<file path="src/rtl/rca_seq_pkg.sv">
// Shared constants and FSM encoding for the byte-serial ripple-carry word sequencer.
package rca_seq_pkg;

  localparam int BYTE_W = 8;

  typedef enum logic [2:0] {
    ST_IDLE  = 3'd0,
    ST_ISSUE = 3'd1,
    ST_WAIT  = 3'd2,
    ST_DRAIN = 3'd3,
    ST_DONE  = 3'd4
  } state_t;

endpackage

</file>
<file path="src/rtl/ripple_carry_adder.sv">
// Two-stage registered 8-bit ripple-carry adder: operands captured on one edge,
// sum/carry registered on the next, so a result is readable two cycles after drive.
module ripple_carry_adder
  import rca_seq_pkg::*;
(
  input  logic              clk,
  input  logic              rst,
  input  logic [BYTE_W-1:0] a,
  input  logic [BYTE_W-1:0] b,
  input  logic              ci,
  output logic [BYTE_W-1:0] sum,
  output logic              co
);

  logic [BYTE_W-1:0] a_q;
  logic [BYTE_W-1:0] b_q;
  logic              ci_q;

  // Bit-serial carry chain kept inside a function so the chain is one expression.
  function automatic logic [BYTE_W:0] ripple(input logic [BYTE_W-1:0] x,
                                             input logic [BYTE_W-1:0] y,
                                             input logic              c_in);
    logic [BYTE_W-1:0] s;
    logic              c;
    c = c_in;
    for (int i = 0; i < BYTE_W; i++) begin
      s[i] = x[i] ^ y[i] ^ c;
      c    = (x[i] & y[i]) | (c & (x[i] ^ y[i]));
    end
    return {c, s};
  endfunction

  always_ff @(posedge clk or posedge rst) begin
    if (rst) begin
      a_q  <= '0;
      b_q  <= '0;
      ci_q <= 1'b0;
      sum  <= '0;
      co   <= 1'b0;
    end else begin
      a_q       <= a;
      b_q       <= b;
      ci_q      <= ci;
      {co, sum} <= ripple(a_q, b_q, ci_q);
    end
  end

endmodule

</file>
<file path="src/rtl/rca_word_sequencer.sv">
// Sequences a WORDS-byte add (LSB byte first) through one shared 8-bit adder.
// Optional subtract support is compiled in with `define RCA_SEQ_SUB_EN.
//
// Handshakes: a transfer happens on a rising clk edge where valid && ready are
// both high. start_ready is high only in IDLE; res_valid is held with stable
// res_sum/res_cout/res_ovf until res_ready is seen.
module rca_word_sequencer
  import rca_seq_pkg::*;
#(
  parameter int WORDS = 4
) (
  input  logic                  clk,
  input  logic                  rst,
  input  logic                  start_valid,
  output logic                  start_ready,
  input  logic [8*WORDS-1:0]    op_a,
  input  logic [8*WORDS-1:0]    op_b,
  input  logic                  cin,
`ifdef RCA_SEQ_SUB_EN
  input  logic                  sub,
`endif
  output logic                  res_valid,
  input  logic                  res_ready,
  output logic [8*WORDS-1:0]    res_sum,
  output logic                  res_cout,
  output logic                  res_ovf,
  output logic                  busy
);

  localparam int N     = BYTE_W * WORDS;
  localparam int IDX_W = (WORDS > 1) ? $clog2(WORDS) : 1;
  localparam logic [IDX_W-1:0] LAST_IDX = IDX_W'(WORDS - 1);

  state_t            state;
  state_t            state_nxt;
  logic [IDX_W-1:0]  idx;
  logic [N-1:0]      a_q;
  logic [N-1:0]      b_q;
  logic              cin_q;
  logic [N-1:0]      acc_q;

  logic [BYTE_W-1:0] add_a;
  logic [BYTE_W-1:0] add_b;
  logic              add_ci;
  logic [BYTE_W-1:0] add_sum;
  logic              add_co;
  logic [N-1:0]      drain_word;
  logic              ovf_nxt;

  ripple_carry_adder u_rca (
    .clk (clk),
    .rst (rst),
    .a   (add_a),
    .b   (add_b),
    .ci  (add_ci),
    .sum (add_sum),
    .co  (add_co)
  );

  always_comb begin
    state_nxt  = state;
    add_a      = a_q[idx*BYTE_W +: BYTE_W];
    add_b      = b_q[idx*BYTE_W +: BYTE_W];
    // The previous byte's carry is already registered when the next byte issues.
    add_ci     = (idx == '0) ? cin_q : add_co;
    drain_word = acc_q;
    drain_word[(WORDS-1)*BYTE_W +: BYTE_W] = add_sum;
    ovf_nxt    = (a_q[N-1] == b_q[N-1]) && (add_sum[BYTE_W-1] != a_q[N-1]);
    case (state)
      ST_IDLE:  if (start_valid && start_ready) state_nxt = ST_ISSUE;
      ST_ISSUE: state_nxt = ST_WAIT;
      ST_WAIT:  state_nxt = (idx == LAST_IDX) ? ST_DRAIN : ST_ISSUE;
      ST_DRAIN: state_nxt = ST_DONE;
      ST_DONE:  if (res_ready) state_nxt = ST_IDLE;
      default:  state_nxt = ST_IDLE;
    endcase
  end

  always_ff @(posedge clk or posedge rst) begin
    if (rst) begin
      state    <= ST_IDLE;
      idx      <= '0;
      a_q      <= '0;
      b_q      <= '0;
      cin_q    <= 1'b0;
      acc_q    <= '0;
      res_sum  <= '0;
      res_cout <= 1'b0;
      res_ovf  <= 1'b0;
    end else begin
      state <= state_nxt;
      case (state)
        ST_IDLE: begin
          if (start_valid && start_ready) begin
            a_q <= op_a;
            idx <= '0;
`ifdef RCA_SEQ_SUB_EN
            // Subtraction is stored as A + ~B + 1, so the datapath never sees sub.
            b_q   <= sub ? ~op_b : op_b;
            cin_q <= sub ? 1'b1 : cin;
`else
            b_q   <= op_b;
            cin_q <= cin;
`endif
          end
        end
        ST_ISSUE: begin
          if (idx != '0) acc_q[(int'(idx) - 1)*BYTE_W +: BYTE_W] <= add_sum;
        end
        ST_WAIT: begin
          if (idx != LAST_IDX) idx <= idx + 1'b1;
        end
        ST_DRAIN: begin
          // Partial bytes live in acc_q; the visible result only changes here.
          res_sum  <= drain_word;
          res_cout <= add_co;
          res_ovf  <= ovf_nxt;
        end
        default: ;
      endcase
    end
  end

  assign start_ready = (state == ST_IDLE);
  assign res_valid   = (state == ST_DONE);
  assign busy        = (state == ST_ISSUE) || (state == ST_WAIT) || (state == ST_DRAIN);

endmodule

</file>
<file path="config.mk">
export PLATFORM = sky130hd
export DESIGN_NAME = rca_word_sequencer
export DESIGN_NICKNAME = d
export VERILOG_FILES = /design/src/rtl/rca_seq_pkg.sv /design/src/rtl/ripple_carry_adder.sv /design/src/rtl/rca_word_sequencer.sv
export SDC_FILE = /design/constraint.sdc
export NUM_CORES = 1
export LEC_CHECK = 0
export CORE_ASPECT_RATIO = 1.25
export CORE_MARGIN = 4
export CORE_UTILIZATION = 37
export DETAILED_ROUTE_END_ITERATION = 16
export GPL_TIMING_DRIVEN = 0
export PLACE_DENSITY = 0.58
export SYNTH_ARGS = -nofsm -noshare
export SYNTH_HDL_FRONTEND = slang
export SYNTH_HIERARCHICAL = 1
export SYNTH_SLANG_ARGS = --single-unit
</file>
<file path="constraint.sdc">
create_clock -name clk -period 4.1 [get_ports clk]
set_input_delay 0.82 -clock clk [delete_from_list [all_inputs] [get_ports clk]]
set_output_delay 0.82 -clock clk [all_outputs]
set_load 0.02 [all_outputs]
</file>
==> results_dict.tcl <==
set metrics [dict create \
    slowest_delay_ns 0.41 \
    synth.top_cell.area_share 0.581 \
    cts_buffers 17 \
    clk_pin_slew_worst_paths_ns 0.06 \
    worstHoldPathCells 1 \
    drv_cap 0 \
    first_global_vias 4122 \
    cp.required_ns 4.46 \
    multi_input_area_mm2 0.00249 \
    r2r_end "u_rca/sum[7]" \
    ys_warn_count 6 \
    totalNegativeSetupSlack_ns 0 \
    fmax_mhz 278 \
    cp_max_fo 1 \
    fin_nets 616 \
    cts_tree "built" \
    grt_start_max_net_pins 45 \
    syn_area_per_cell_um2 16.4 \
    setup_viol 0 \
    post-route-util 0.494 \
    syn-num-nets 489 \
    yosysUniqueCellTypes 36 \
    maxSlewHeadroom 0.372 \
    coreArea_mm2 0.0175 \
    dp_hpwl_um 10100 \
    power_density_mw_per_mm2 757 \
    ff2ff_setup_slack_ns 0.50 \
    ir_worst_vdd_mv 0.295 \
    reg2reg_depth 12 \
    placed_cell_area_mm2 0.00803 \
    post-route-min-period_ns 3.60 \
    path_cells "fa_1 > inv_1 > fa_1 > inv_1 > fa_1 > fa_1 > fa_1 > fa_1 > fa_1 > inv_1 > fa_1 > inv_1" \
    area_growth_pct 30.4 \
    antenna_found_initial 0 \
    die_y_um 158 \
    vias 3717 \
    wl_per_cell_um 17.7 \
    finalCritPeriodShare 0.878 \
    grt_pass1_wl_um 22400 \
    critical-path-top-delay-family "adder cells" \
    setup_slack_ns 0.501 \
    crit_slowest_cell "fa_1" \
    overflow 0 \
    status "finished clean" \
    hold_ws_ns 0.490 \
    p_leak_nw 3.79 \
    num_rows 54 \
    crit_type "reg2reg" \
    final_max_slew_viol_count 0 \
    antenna_cells 0 \
    top_level_ports 106 \
    worstMarginPinSlew_ns 0.942 \
    clkLatencyLatePin_ns 0.42 \
    hold_viol_final 0 \
    rsz0062_at_grt "false" \
    dp.cells 737 \
    drive_gt1_frac 0.319 \
    cp-end-kind "flop" \
    yosys.area.top_type "dfrtp_1" \
    synth-seq-cells 154 \
    grt.total_usage 0.145 \
    fillCellCount 1497 \
    portBuffers 105 \
    routed_wl_um 13600 \
    htree_levels 4 \
    path_buf_inv 4 \
    postLayoutCellArea_mm2 0.00865 \
    seq_area_frac_synth 0.581 \
    final_cell_mix "dfrtp_1 (154), clkdlybuf4s50_1 (105), mux2_4 (50), mux2_2 (49), o2bb2ai_1 (18)" \
    initial_core_util 0.379 \
    cpMostUsedCell "fa_1" \
    rr_startpoint "u_rca/a_q[0]" \
    syn-instance-count 405 \
    clock_skew_ns 0.00800 \
    holdPathEnd "acc_q[13]" \
    drtAntennaViolNets 0 \
    cts_buffer_depth 2 \
    drc 0 \
    synth_area_leaders "dfrtp_1 (58%), mux2_4 (11%), mux2_2 (8.3%)" \
    final_common_cell "dfrtp_1" \
    cp_data_arrival_time_ns 3.95 \
    post-cts-setup-buffers 0 \
    clock-root-buffer "clkbuf_16" \
    place_ws_ns 0.500 \
    stdcell_count 769 \
    vias_per_cell 4.83 \
    die_w_um 128 \
    hp-class "reg2reg" \
    synth_area_mm2 0.00663 \
    cts_resized 0 \
    cts_hold_buf 0 \
    worstSetupStartpointType "flop" \
    worstHoldStart "acc_q[13]" \
    register_area_mm2 0.00385 \
    die_area_mm2 0.0201 \
    total_power_mw 6.55 \
    routabilityCongestion 0.803 \
    drtIter0Drc 117 \
    clock_sinks 154 \
    dr.pass1.iters 6 \
]
[final cells by class]
cell class / count / share of cell area
buffer: 23 / 0.0256
sequential: 154 / 0.446
timing repair buffer: 108 / 0.129
clock buffer: 21 / 0.0521
tap: 224 / 0.0324
inverter: 17 / 0.00781
clock inverter: 11 / 0.0197
multi-input combinational: 211 / 0.288
[sequential cells by signal (all words and copies together), names as in the netlist]
name        flops
acc_q          24
idx             2
res_ovf         1
b_q            32
u_rca/sum       8
cin_q           1
a_q            32
state           3
u_rca/a_q       8
u_rca/b_q       8
u_rca/co        1
u_rca/ci_q      1
res_cout        1
res_sum        32
[logic make-up (layout without fill, tap and decap cells)]
group | after synthesis | count (layout) | share of synthesized area
muxes | 116 | 116 | 0.252
adders and majority gates | 15 | 15 | 0.0374
xor gates and xnor gates | 1 | 1 | 0.00132
AOI/OAI and AO/OA | 41 | 41 | 0.0496
buffers and inverters | 40 | 180 | 0.0430
and+or+nand+nor | 38 | 38 | 0.0351
DFF | 154 | 154 | 0.581
[synth_stat cells (all sizes together)]
library cell,count
mux2i,1
inv,17
a31o,8
nand3b,2
ha,7
or3,1
and3b,2
clkbuf,2
o21ai,3
nand2,5
and2,2
buf,21
or3b,2
nand3,16
nor3,2
o2bb2ai,18
xor2,1
fa,8
a22oi,1
mux4,16
mux2,99
nor2,5
a21boi,8
nor4b,1
dfrtp,154
a21oi,3
[power by group]
part	switching (mW)	internal (mW)
clock network	0.596	1.03
logic	0.976	1.40
registers	0.404	2.14
[routing by layer]
layer  vias to the layer above  GRT usage  share of wire
met1                      1889      0.181           0.42
met3                        24     0.0378          0.042
met5                         -          0              0
li1                       1714          -              -
met2                        90      0.240           0.51
met4                         0     0.0622          0.025
[how the worst max path moves through the flow]
stage                              end  cells after the start          from
after CTS                 u_rca/sum[7]                     12  u_rca/a_q[0]
final                     u_rca/sum[7]                     12  u_rca/a_q[0]
after detailed placement  u_rca/sum[7]                     12  u_rca/a_q[0]
after global placement    u_rca/sum[7]                     12  u_rca/a_q[0]
after global routing      u_rca/sum[7]                     12  u_rca/a_q[0]
after floorplan           u_rca/sum[7]                     12  u_rca/a_q[0]
Note: power is estimated with default switching activity, not from simulation.
